[src/rtl/mem_pkg.sv]
// mem_pkg: shared constants for the memory responder.
//   - RISC-V funct3 access-size codes (F3_*)
//   - FSM state encoding used by mem_responder
package mem_pkg;

  localparam logic [2:0] F3_B  = 3'b000;
  localparam logic [2:0] F3_H  = 3'b001;
  localparam logic [2:0] F3_W  = 3'b010;
  localparam logic [2:0] F3_BU = 3'b100;
  localparam logic [2:0] F3_HU = 3'b101;

  typedef enum logic [1:0] {
    S_IDLE = 2'd0,
    S_WAIT = 2'd1,
    S_RESP = 2'd2
  } state_t;

endpackage

[src/rtl/mem_responder_if.sv]
// mem_responder_if: fetch and data request/response bundle between the core
// (master) and the memory responder (slave).
//   if_req/if_addr         -> fetch request, held until if_ready
//   if_ready/if_rdata      <- one-cycle fetch response
//   dm_req/we/funct3/addr/wdata -> data request, held until dm_ready
//   dm_ready/rdata/misalign     <- one-cycle data response
interface mem_responder_if;

  logic        if_req;
  logic [31:0] if_addr;
  logic        if_ready;
  logic [31:0] if_rdata;

  logic        dm_req;
  logic        dm_we;
  logic [2:0]  dm_funct3;
  logic [31:0] dm_addr;
  logic [31:0] dm_wdata;
  logic        dm_ready;
  logic [31:0] dm_rdata;
  logic        dm_misalign;

  modport master (
    output if_req, if_addr,
    output dm_req, dm_we, dm_funct3, dm_addr, dm_wdata,
    input  if_ready, if_rdata,
    input  dm_ready, dm_rdata, dm_misalign
  );

  modport slave (
    input  if_req, if_addr,
    input  dm_req, dm_we, dm_funct3, dm_addr, dm_wdata,
    output if_ready, if_rdata,
    output dm_ready, dm_rdata, dm_misalign
  );

endinterface

[src/rtl/mem_lane_align.sv]
// mem_lane_align: purely combinational byte-lane logic.
//   Access side (request being issued to the array):
//     acc_funct3, acc_addr_lo, acc_wdata -> acc_be, acc_wdata_rep, acc_misalign
//   Response side (word read back from the array):
//     rsp_funct3, rsp_addr_lo, rsp_word  -> rsp_rdata (lane-selected, extended)
// The two sides take separate inputs because a store/misalign decision is made
// on the edge that enters RESP, while load extension happens during RESP from
// the latched request.
module mem_lane_align
  import mem_pkg::*;
(
  input  logic [2:0]  acc_funct3,
  input  logic [1:0]  acc_addr_lo,
  input  logic [31:0] acc_wdata,
  output logic [3:0]  acc_be,
  output logic [31:0] acc_wdata_rep,
  output logic        acc_misalign,

  input  logic [2:0]  rsp_funct3,
  input  logic [1:0]  rsp_addr_lo,
  input  logic [31:0] rsp_word,
  output logic [31:0] rsp_rdata
);

  logic [7:0]  byte_sel;
  logic [15:0] half_sel;

  always_comb begin
    acc_be        = 4'b0000;
    acc_wdata_rep = acc_wdata;
    case (acc_funct3)
      F3_B: begin
        acc_be        = 4'b0001 << acc_addr_lo;
        acc_wdata_rep = {4{acc_wdata[7:0]}};
      end
      F3_H: begin
        acc_be        = acc_addr_lo[1] ? 4'b1100 : 4'b0011;
        acc_wdata_rep = {2{acc_wdata[15:0]}};
      end
      F3_W: begin
        acc_be        = 4'b1111;
        acc_wdata_rep = acc_wdata;
      end
      default: begin
        acc_be        = 4'b0000;
        acc_wdata_rep = acc_wdata;
      end
    endcase
  end

  // Halfword sizes (signed or unsigned) need addr[0]=0; words need addr[1:0]=0.
  always_comb begin
    acc_misalign = 1'b0;
    if ((acc_funct3 == F3_H || acc_funct3 == F3_HU) && acc_addr_lo[0])
      acc_misalign = 1'b1;
    else if (acc_funct3 == F3_W && acc_addr_lo != 2'b00)
      acc_misalign = 1'b1;
  end

  always_comb begin
    byte_sel  = rsp_word[{rsp_addr_lo, 3'b000} +: 8];
    half_sel  = rsp_addr_lo[1] ? rsp_word[31:16] : rsp_word[15:0];
    rsp_rdata = rsp_word;
    case (rsp_funct3)
      F3_B:    rsp_rdata = {{24{byte_sel[7]}}, byte_sel};
      F3_H:    rsp_rdata = {{16{half_sel[15]}}, half_sel};
      F3_BU:   rsp_rdata = {24'd0, byte_sel};
      F3_HU:   rsp_rdata = {16'd0, half_sel};
      default: rsp_rdata = rsp_word;
    endcase
  end

endmodule

[src/rtl/mem_responder.sv]
// mem_responder: single-ported word memory serving fetch and data requests
// behind a req/ready handshake with LAT wait states.
//   clk, rst  : rising-edge clock, synchronous active-high reset
//   bus       : mem_responder_if.slave (fetch + data request/response)
//   if_count, dm_count : ready-pulse counters, present only when the macro
//                        MEM_PERF_CNT_EN is defined
// Data requests win over fetches when both are pending in IDLE. Ready is
// asserted during RESP, which is entered LAT cycles after the accepting edge.
// Stores commit on the edge that enters RESP; loads read the array on that
// same edge and are extended during RESP. Outputs are zero outside RESP.
module mem_responder
  import mem_pkg::*;
#(
  parameter int DEPTH  = 64,
  parameter int ADDR_W = 6,
  parameter int LAT    = 1
) (
  input  logic        clk,
  input  logic        rst,
  mem_responder_if.slave bus
`ifdef MEM_PERF_CNT_EN
  ,
  output logic [31:0] if_count,
  output logic [31:0] dm_count
`endif
);

  localparam logic [3:0] LAT_CNT = 4'(LAT);

  state_t             state_q, state_d;
  logic [3:0]         cnt_q, cnt_d;
  logic               is_dm_q, is_dm_d;
  logic               we_q, we_d;
  logic [2:0]         f3_q, f3_d;
  logic [ADDR_W+1:0]  addr_q, addr_d;
  logic [31:0]        wdata_q, wdata_d;
  logic               misalign_q, misalign_d;

  logic               enter_resp;
  logic               wr_en;
  logic [ADDR_W-1:0]  idx_d;
  logic [3:0]         acc_be;
  logic [31:0]        acc_wdata_rep;
  logic               acc_misalign;
  logic [31:0]        rsp_rdata;
  logic               if_ready_w;
  logic               dm_ready_w;

  logic [31:0]        mem_q [DEPTH];
  logic [31:0]        rd_word_q;

  // Address bits outside the word index are ignored by design.
  logic               unused_addr_bits;
  assign unused_addr_bits = ^{bus.if_addr[31:ADDR_W+2], bus.if_addr[1:0],
                              bus.dm_addr[31:ADDR_W+2]};

  // Next-state and request latch. In IDLE the *_d fields carry the incoming
  // request so that LAT=0 can access the array on the accepting edge.
  always_comb begin
    state_d = state_q;
    cnt_d   = cnt_q;
    is_dm_d = is_dm_q;
    we_d    = we_q;
    f3_d    = f3_q;
    addr_d  = addr_q;
    wdata_d = wdata_q;
    case (state_q)
      S_IDLE: begin
        if (bus.dm_req) begin
          is_dm_d = 1'b1;
          we_d    = bus.dm_we;
          f3_d    = bus.dm_funct3;
          addr_d  = bus.dm_addr[ADDR_W+1:0];
          wdata_d = bus.dm_wdata;
          cnt_d   = LAT_CNT;
          state_d = (LAT == 0) ? S_RESP : S_WAIT;
        end else if (bus.if_req) begin
          is_dm_d = 1'b0;
          we_d    = 1'b0;
          f3_d    = F3_W;
          addr_d  = {bus.if_addr[ADDR_W+1:2], 2'b00};
          wdata_d = '0;
          cnt_d   = LAT_CNT;
          state_d = (LAT == 0) ? S_RESP : S_WAIT;
        end
      end
      S_WAIT: begin
        if (cnt_q <= 4'd1) state_d = S_RESP;
        else               cnt_d   = cnt_q - 4'd1;
      end
      S_RESP:  state_d = S_IDLE;
      default: state_d = S_IDLE;
    endcase
  end

  assign enter_resp = (state_d == S_RESP) && (state_q != S_RESP);
  assign idx_d      = addr_d[ADDR_W+1:2];

  mem_lane_align u_align (
    .acc_funct3    (f3_d),
    .acc_addr_lo   (addr_d[1:0]),
    .acc_wdata     (wdata_d),
    .acc_be        (acc_be),
    .acc_wdata_rep (acc_wdata_rep),
    .acc_misalign  (acc_misalign),
    .rsp_funct3    (f3_q),
    .rsp_addr_lo   (addr_q[1:0]),
    .rsp_word      (rd_word_q),
    .rsp_rdata     (rsp_rdata)
  );

  // Reset on the would-be commit edge abandons the store.
  assign wr_en = enter_resp && is_dm_d && we_d && !acc_misalign && !rst;

  always_comb begin
    misalign_d = misalign_q;
    if (enter_resp) misalign_d = is_dm_d && acc_misalign;
  end

  always_ff @(posedge clk) begin
    if (rst) begin
      state_q    <= S_IDLE;
      cnt_q      <= '0;
      is_dm_q    <= 1'b0;
      we_q       <= 1'b0;
      f3_q       <= F3_W;
      addr_q     <= '0;
      wdata_q    <= '0;
      misalign_q <= 1'b0;
    end else begin
      state_q    <= state_d;
      cnt_q      <= cnt_d;
      is_dm_q    <= is_dm_d;
      we_q       <= we_d;
      f3_q       <= f3_d;
      addr_q     <= addr_d;
      wdata_q    <= wdata_d;
      misalign_q <= misalign_d;
    end
  end

  // Storage: byte-enabled write and registered read, no reset so contents
  // survive rst.
  always_ff @(posedge clk) begin
    if (wr_en) begin
      for (int b = 0; b < 4; b++) begin
        if (acc_be[b]) mem_q[idx_d][8*b +: 8] <= acc_wdata_rep[8*b +: 8];
      end
    end
    if (enter_resp) rd_word_q <= mem_q[idx_d];
  end

  assign if_ready_w      = (state_q == S_RESP) && !is_dm_q;
  assign dm_ready_w      = (state_q == S_RESP) && is_dm_q;
  assign bus.if_ready    = if_ready_w;
  assign bus.dm_ready    = dm_ready_w;
  assign bus.if_rdata    = if_ready_w ? rd_word_q : 32'd0;
  // Stores and rejected accesses return zero data.
  assign bus.dm_rdata    = (dm_ready_w && !we_q && !misalign_q) ? rsp_rdata : 32'd0;
  assign bus.dm_misalign = dm_ready_w && misalign_q;

`ifdef MEM_PERF_CNT_EN
  logic [31:0] if_count_q, if_count_d;
  logic [31:0] dm_count_q, dm_count_d;

  always_comb begin
    if_count_d = if_count_q + {31'd0, if_ready_w};
    dm_count_d = dm_count_q + {31'd0, dm_ready_w};
  end

  always_ff @(posedge clk) begin
    if (rst) begin
      if_count_q <= '0;
      dm_count_q <= '0;
    end else begin
      if_count_q <= if_count_d;
      dm_count_q <= dm_count_d;
    end
  end

  assign if_count = if_count_q;
  assign dm_count = dm_count_q;
`endif

endmodule

[src/flat_wrapper.sv]
// flat-port wrapper written by rule: the top's interface ports become plain ports
module mem_responder_flat import mem_pkg::*;
#(
  parameter int DEPTH  = 64,
  parameter int ADDR_W = 6,
  parameter int LAT    = 1
)
  (clk, rst, bus_if_req, bus_if_addr, bus_dm_req, bus_dm_we, bus_dm_funct3, bus_dm_addr, bus_dm_wdata, bus_if_ready, bus_if_rdata, bus_dm_ready, bus_dm_rdata, bus_dm_misalign);
  mem_responder_if bus_i ();
  input  logic clk;
  input  logic rst;
  input wire logic [$bits(bus_i.if_req)-1:0] bus_if_req;
  input wire logic [$bits(bus_i.if_addr)-1:0] bus_if_addr;
  input wire logic [$bits(bus_i.dm_req)-1:0] bus_dm_req;
  input wire logic [$bits(bus_i.dm_we)-1:0] bus_dm_we;
  input wire logic [$bits(bus_i.dm_funct3)-1:0] bus_dm_funct3;
  input wire logic [$bits(bus_i.dm_addr)-1:0] bus_dm_addr;
  input wire logic [$bits(bus_i.dm_wdata)-1:0] bus_dm_wdata;
  output wire logic [$bits(bus_i.if_ready)-1:0] bus_if_ready;
  output wire logic [$bits(bus_i.if_rdata)-1:0] bus_if_rdata;
  output wire logic [$bits(bus_i.dm_ready)-1:0] bus_dm_ready;
  output wire logic [$bits(bus_i.dm_rdata)-1:0] bus_dm_rdata;
  output wire logic [$bits(bus_i.dm_misalign)-1:0] bus_dm_misalign;
  assign bus_i.if_req = bus_if_req;
  assign bus_i.if_addr = bus_if_addr;
  assign bus_i.dm_req = bus_dm_req;
  assign bus_i.dm_we = bus_dm_we;
  assign bus_i.dm_funct3 = bus_dm_funct3;
  assign bus_i.dm_addr = bus_dm_addr;
  assign bus_i.dm_wdata = bus_dm_wdata;
  assign bus_if_ready = bus_i.if_ready;
  assign bus_if_rdata = bus_i.if_rdata;
  assign bus_dm_ready = bus_i.dm_ready;
  assign bus_dm_rdata = bus_i.dm_rdata;
  assign bus_dm_misalign = bus_i.dm_misalign;
  mem_responder #(.DEPTH(DEPTH), .ADDR_W(ADDR_W), .LAT(LAT)) u_core (.clk(clk), .rst(rst), .bus(bus_i));
endmodule
[config.mk]
export PLATFORM = sky130hd
export DESIGN_NAME = mem_responder_flat
export DESIGN_NICKNAME = d
export VERILOG_FILES = /design/src/rtl/mem_pkg.sv /design/src/rtl/mem_responder_if.sv /design/src/rtl/mem_lane_align.sv /design/src/rtl/mem_responder.sv /design/src/flat_wrapper.sv
export SDC_FILE = /design/constraint.sdc
export NUM_CORES = 2
export LEC_CHECK = 0
export ABC_CLOCK_PERIOD_IN_PS = 10100
export CORE_MARGIN = 8
export CORE_UTILIZATION = 40
export DETAILED_ROUTE_END_ITERATION = 10
export GPL_ROUTABILITY_DRIVEN = 0
export PLACE_DENSITY_LB_ADDON = 0.2
export SLEW_MARGIN = 30
export SYNTH_ARGS = -nofsm -noshare
export SYNTH_HDL_FRONTEND = slang
export SYNTH_SLANG_ARGS = --single-unit
export TNS_END_PERCENT = 100
[constraint.sdc]
create_clock -name clk -period 10.1 [get_ports clk]
set_input_delay 2.525 -clock clk [delete_from_list [all_inputs] [get_ports clk]]
set_output_delay 2.525 -clock clk [all_outputs]
set_load 0.005 [all_outputs]
# After elaboration in Yosys (flattened, before gate mapping)
# Memories as Yosys holds them, arrays and structs flattened. A register that Yosys moved wholly into a read port is not among the register bits.
# Cells that the tools add are included.
[totals]
regBits = 52
ramBits = 2048
in_bits = 104
output_inout_bits = 67
mem_count = 1
[op_classes]
n_addsub = 1
magnitude_cmp = 1
eq_ne = 12
shift = 2
muxes = 44
n_reduce_logical = 25
[memory_table]
columns = ["name", "words", "width", "read_ports", "rd_clocked_by_memory_dff", "write_ports", "line_no", "text"]
rows = [
  ["u_core.mem_q", 64, 32, 1, 1, 1, "mem_responder.sv:49", "logic [31:0] mem_q [DEPTH];"],
]
[op_table]
columns = ["operator", "n"]
rows = [
  ["$mux W32", 5],
  ["$pmux W32 S4", 1],
  ["$pmux W32 S2", 1],
  ["$shiftx A32 B6 Y8", 1],
  ["$mux W8", 3],
  ["$mux W1", 20],
  ["$mux W16", 1],
  ["$mux W4", 4],
  ["$logic_and A1 B1 Y1", 13],
  ["$pmux W4 S3", 1],
  ["$eq A3 B3 Y1 const B", 3],
  ["$mux W3", 3],
  ["$pmux W4 S2", 1],
  ["$eq A3 B1 Y1 const B", 2],
  ["$logic_not A3 Y1", 2],
  ["$mux W2", 3],
  ["$logic_not A1 Y1", 5],
  ["$eq A2 B2 Y1 const B", 2],
  ["$le A4 B1 Y1 const B", 1],
  ["$ne A2 B2 Y1 const B", 2],
  ["$pmux W2 S2", 1],
  ["$reduce_bool A2 Y1", 2],
  ["$shl A1 B2 Y4 const A", 1],
  ["$sub A4 B1 Y4 const B", 1],
  ["other kinds (6)", 6],
]

# Logic depth before layout (Yosys ltp)
[depth]
depth_word = 12
mapped_depth = 15
mapped_depth_nobuf = 10

# By module
# A second synthesis with hierarchy kept.
[unflattened]
hier_cells = 5140
hier_area_um2 = 83430.0
[modules_own_cells]
columns = ["module", "instances", "cells_per_inst", "area_each_um2", "seq_area_each_um2"]
rows = [
  ["mem_responder", 1, 4947, 81994.9, 63500.9],
  ["mem_lane_align", 1, 193, 1435.1, 0.0],
]

# Worst setup path before layout
# OpenSTA, ideal clock, no wires.
[synth_path]
kind = "input-to-reg"
from = "in bus_dm_req"
to = "mem u_core.mem_q[0][24], data pin"
setup_ps = 564
arrival_ps = 5966
t_required_ps = 9536
path_slack_ps = 3570
cell_stages = 8
n_path_buf = 3
cell_sequence = "or2_0 > clkbuf_1 > nand2_1 > a22oi_1 > and2_1 > clkbuf_1 > buf_2 > mux2i_1"
[synth_between]
elab_chain_len = 4
[synth_rtl]
columns = ["item", "line_no", "text"]
rows = [
  ["start: declaration", "flat_wrapper.sv:14", "input wire logic [$bits(bus_i.dm_req)-1:0] bus_dm_req;"],
  ["$mux W3", "mem_responder.sv:69", "if (bus.dm_req) begin"],
  ["$mux W3", "mem_responder.sv:67", "case (state_q)"],
  ["$eq A3 B1 Y1 or $logic_not A3 Y1 (tied branches)", "mem_lane_align.sv:31", "case (acc_funct3)"],
  ["$pmux W32 S2 (*)", "mem_lane_align.sv:31", ""],
  ["via u_core.acc_wdata_rep[24]", "mem_responder.sv:43", "logic [31:0] acc_wdata_rep;"],
  ["end: declaration", "mem_responder.sv:49", ""],
]
# Mark *: on every way through the listed nets, which the timed path passes. The rest lies on a longest branch.

# Final worst setup path
[layout_path]
from = "in bus_dm_req"
to = "reg u_core.rd_word_q[28], read port of u_core.mem_q, data pin"
[layout_between]
elab_chain_len = 4
[layout_rtl]
columns = ["item", "line_no", "text"]
rows = [
  ["$mux W2", "mem_responder.sv:69", ""],
  ["$pmux W2 S2", "mem_responder.sv:67", ""],
  ["$eq A2 B2 Y1", "mem_responder.sv:96", "assign enter_resp = (state_d == S_RESP) && (state_q != S_RESP);"],
  ["$logic_and A1 B1 Y1", "mem_responder.sv:96", ""],
  ["end: declaration", "mem_responder.sv:50", "logic [31:0] rd_word_q;"],
]
# Several ways; a longest one is shown, not always the timed one.
# A chain may end at the register's enable or synchronous reset.

==> results.txt <==
----------------------------------------------------
[Placement]
  Worst setup slack after placement ... between 2 and 2.5 ns
  Sum of net half-perimeters after detailed placement ... 148000 microns
  # port buffers ... 120

[Critical path]
  Cells along the critical path ... clkdlybuf4s50_1 > or2_0 > a21oi_1 > nor2_4 > buf_12 > nor2_4 > buf_12 > a222oi_1 > o211a_1 > o22ai_1 > or4_1
  Critical path data required time ... 10.64 ns
  Data arrival time of the critical path ... ~7.7 ns
  Cell family with most CP delay ... simple AND/OR/NAND/NOR gates
  Largest fanout on the critical path ... 83
  Type of element capturing the critical path ... flop
  Highest cell delay on the worst timing path ... 0.80 ns
  Nature of the critical path startpoint ... primary input
  Buffers plus inverters on the worst setup path ... 3
  Kind of critical path ... primary input to flop
  Slowest cell on crit path ... sky130_fd_sc_hd__clkdlybuf4s50_1

[CTS]
  Insertion delay of the later-clocked pin in the worst-skew pair ... 0.86 ns
  H-tree lvl count ... 4
  Root buffer selected by CTS ... sky130_fd_sc_hd__clkbuf_16
  Count of buffers added by post-CTS timing repair for setup ... 0
  CTS resizes ... 0
  Reg clk slew, reported paths ... about 0.06 ns
  Total clock sinks ... ~2100
  Clock tree buffer depth ... 3
  Count of hold-fix buffers inserted at cts ... 0
  TritonCTS clock tree ... built
  Num CTS Buffers ... 210

[Die]
  Die area ... 215000 sq um
  Effective utilization at floorplan ... 0.402
  Die boundary height ... 464 microns
  Row count ... about 160
  Area of the core region ... 199000 sq um
  Total I/O pin count ... 171
  Width of the die ... roughly 460 microns

[STA]
  Unrepaired setup endpoints after global routing ... no
  Worst Max-Slew Pin Slew ... 1.10 ns
  Post-route clock period utilization ... 0.710
  Final setup margin ... 2.93 ns
  Count of endpoints failing setup in the final report ... 0
  Hold Fails Final Rpt ... 0
  Clock Skew ... 0.0482 ns
  Headroom to the max-slew limit ... 0.262
  Post-layout min period ... 7.17 ns
  Max-slew violation count ... 0
  Achievable frequency ... 139 MHz
  Worst-case hold slack ... 0.549 ns
  Post-route setup TNS ... 0 ns

[Final layout]
  Growth of design area from synthesis to finish ... 15.1%
  Number of nets in the final layout ... 4935
  Share of post-route cells with drive strength above 1 ... 0.126
  FILL cells ... 17153

[Global routing]
  Number of antenna violations at the first check in global routing ... 13
  GRT Resource Usage Total ... 0.226
  Total gr overflow ... 0
  Number of global-route vias before repair ... 45813
  Pin count of the biggest net entering global routing ... 118
  Global-route wire length before repair ... 354000 microns

[Run]
  Number of max-cap violations ... 0

[Synth]
  Area of the mapped netlist ... around 80000 sq um
  Synthesis warning total ... 0
  Count of different cell masters after synthesis ... between 60 and 70
  Syn nets ... roughly 4700
  Biggest area consumer among synthesized cells ... sky130_fd_sc_hd__edfxtp_1
  Area share of the largest cell type after synthesis ... 0.780
  Number of flops mapped to enable cells by yosys ... 2080
  Mean post-synth cell area ... 17.3 sq um
  Share of synthesized area occupied by flip-flops and latches ... 0.793
  Instance count of the mapped netlist ... around 4600
  Cell types with the largest area share after synthesis ... sky130_fd_sc_hd__edfxtp_1 78%, sky130_fd_sc_hd__a222oi_1 3.5%, sky130_fd_sc_hd__a22o_1 3.1%
  Fraction of registers with async set or reset after synthesis ... 0
  FF+latch count, synth ... roughly 2100
  Primary flip-flop cell chosen by synthesis mapping ... sky130_fd_sc_hd__edfxtp_1

[Detailed routing]
  Routed WL ... approximately 250000 microns
  Residual antenna-violating net count after detailed routing ... 0
  Violation count after the first detailed-routing iteration ... 6708
  Via count normalized by instance count ... 6.20
  # DRC ... 1
  Detailed Routing Iterations Pass 1 ... 11
  Routed length per placed instance ... 32.9 microns
  Via Count ... 47536

[Pwr]
  Maximum resistive drop on vdd ... roughly 200 uV
  Power density over cell area ... 232 nW/um^2
  Static Leakage ... 29.0 nW

[Worst hold path]
  Class of the most critical hold timing path ... flop to flop

[Outcome]
  Status ... finished, violations left
  Violations in the final reports ... DRC

----------------------------------------------------
-- worst paths after layout --
| kind | start | slack [ns] | cells past startpoint | end |
|---|---|---|---|---|
| hold reg to reg | u_core.cnt_q[1] | 0.55 | 2 | u_core.cnt_q[1] |
| hold / removal | u_core.cnt_q[1] | 0.55 | 2 | u_core.cnt_q[1] |
| setup / recovery | bus_dm_req | 2.93 | 11 | u_core.rd_word_q[28] |
| setup reg to reg | u_core.state_q[0] | 4.90 | 10 | u_core.rd_word_q[28] |
-- worst min-delay path: cells and delay by family, from the launching register on --
family	cells	cell delay [ns]
AO/OA/AOI/OAI	1	0.09
flip-flops	1	0.36
AND/OR/NAND/NOR	1	0.07
-- state kept, by name (all words and copies together), names as in the netlist --
name / count
u_core.mem_q: 2048
u_core.rd_word_q: 32
u_core.wdata_q: 32
u_core.addr_q: 8
u_core.cnt_q: 4
u_core.f3_q: 3
u_core.state_q: 2
u_core.is_dm_q: 1
u_core.misalign_q: 1
u_core.we_q: 1
-- through the flow --
| step | instances | instance area, sq um | utilization | total power [W] |
|---|---|---|---|---|
| after floorplan | 4643 | 80100 | - | 0.0123 |
| after global placement | 7272 | 85500 | 0.428 | 0.0140 |
| after detailed placement | 7273 | 85700 | 0.429 | 0.0141 |
| after CTS | 7662 | 92200 | 0.462 | 0.0215 |
| after global routing | 7662 | 92200 | 0.462 | 0.0219 |
| final | 7672 | 92200 | 0.462 | 0.0214 |
-- cells by family (layout without fill, tap and decap cells) --
family	Yosys count	count (layout)	share of synthesized area
adders and majority gates	2	2	0.000312
muxes	47	47	0.00589
DFF	2132	2132	0.793
buffers and inverters	408	771	0.0210
xor gates and xnor gates	2	2	0.000219
and+or+nand+nor	721	721	0.0403
AOI/OAI and AO/OA	1331	1331	0.140
other	0	10	0
-- metal layers --
metal	share of wire	wire length [microns]	track usage
met2	0.47	118000	0.359
met1	0.41	104000	0.314
met3	0.089	22500	0.0449
met5	0.00013	34	0
met4	0.033	8460	0.0750
-- cells in the mapped netlist, types with 52 or more instances --
| library cell | count |
|---|---|
| sky130_fd_sc_hd__nand2_1 | 169 |
| sky130_fd_sc_hd__dfxtp_1 | 52 |
| sky130_fd_sc_hd__o211ai_1 | 65 |
| sky130_fd_sc_hd__a222oi_1 | 277 |
| sky130_fd_sc_hd__clkbuf_1 | 274 |
| sky130_fd_sc_hd__o22ai_1 | 72 |
| sky130_fd_sc_hd__buf_2 | 60 |
| sky130_fd_sc_hd__a2111oi_0 | 62 |
| sky130_fd_sc_hd__nor2_1 | 298 |
| sky130_fd_sc_hd__a221oi_1 | 131 |
| sky130_fd_sc_hd__o211a_1 | 54 |
| sky130_fd_sc_hd__a22oi_1 | 128 |
| sky130_fd_sc_hd__edfxtp_1 | 2080 |
| sky130_fd_sc_hd__o21ai_0 | 62 |
| sky130_fd_sc_hd__a22o_1 | 286 |
| sky130_fd_sc_hd__nor3_1 | 142 |
-- final cells by class --
class                   instances  area [sq um]  share of cell area
flip-flops and latches       2132         63500               0.689
well taps                    2656          3320              0.0360
diodes                         10          25.0            0.000271
clock buffers                 257          5470              0.0594
inverters                      40           165             0.00179
clock inverters               132          1020              0.0111
multi-input cells            2103         15700               0.170
repair buffers                342          3040              0.0329
-- power breakdown --
| part | leakage (nW) | internal [W] | total [W] | switching, W |
|---|---|---|---|---|
| clock network | 3.17 | 0.00411 | 0.00747 | 0.00336 |
| logic | 6.39 | 0.000989 | 0.00367 | 0.00268 |
| registers | 19.4 | 0.0101 | 0.0102 | 0.000115 |
-- cells in the final DEF (no fill, tap or decap), types with 11 or more instances in the layout --
master and count:
sky130_fd_sc_hd__edfxtp_1 2080, sky130_fd_sc_hd__a22o_1 286, sky130_fd_sc_hd__nor2_1 280, sky130_fd_sc_hd__a222oi_1 277, sky130_fd_sc_hd__clkbuf_16 212, sky130_fd_sc_hd__buf_4 208, sky130_fd_sc_hd__nand2_1 157, sky130_fd_sc_hd__a221oi_1 131
sky130_fd_sc_hd__a22oi_1 128, sky130_fd_sc_hd__clkdlybuf4s50_1 119, sky130_fd_sc_hd__nor3_1 110, sky130_fd_sc_hd__o22ai_1 72, sky130_fd_sc_hd__clkinv_1 66, sky130_fd_sc_hd__o211ai_1 65, sky130_fd_sc_hd__o21ai_0 62, sky130_fd_sc_hd__a2111oi_0 56
sky130_fd_sc_hd__o211a_1 54, sky130_fd_sc_hd__dfxtp_1 52, sky130_fd_sc_hd__clkbuf_1 45, sky130_fd_sc_hd__a21oi_1 41, sky130_fd_sc_hd__a221o_1 38, sky130_fd_sc_hd__clkinv_2 35, sky130_fd_sc_hd__and2_1 34, sky130_fd_sc_hd__o31ai_1 33
sky130_fd_sc_hd__nor3_2 32, sky130_fd_sc_hd__inv_1 31, sky130_fd_sc_hd__mux2i_1 30, sky130_fd_sc_hd__or4_1 26, sky130_fd_sc_hd__a31oi_1 19, sky130_fd_sc_hd__a2111oi_1 18, sky130_fd_sc_hd__mux2i_4 16, sky130_fd_sc_hd__buf_12 14
sky130_fd_sc_hd__nor2_4 11, sky130_fd_sc_hd__nor2_2 11
Power figures use the tool's default switching activity.
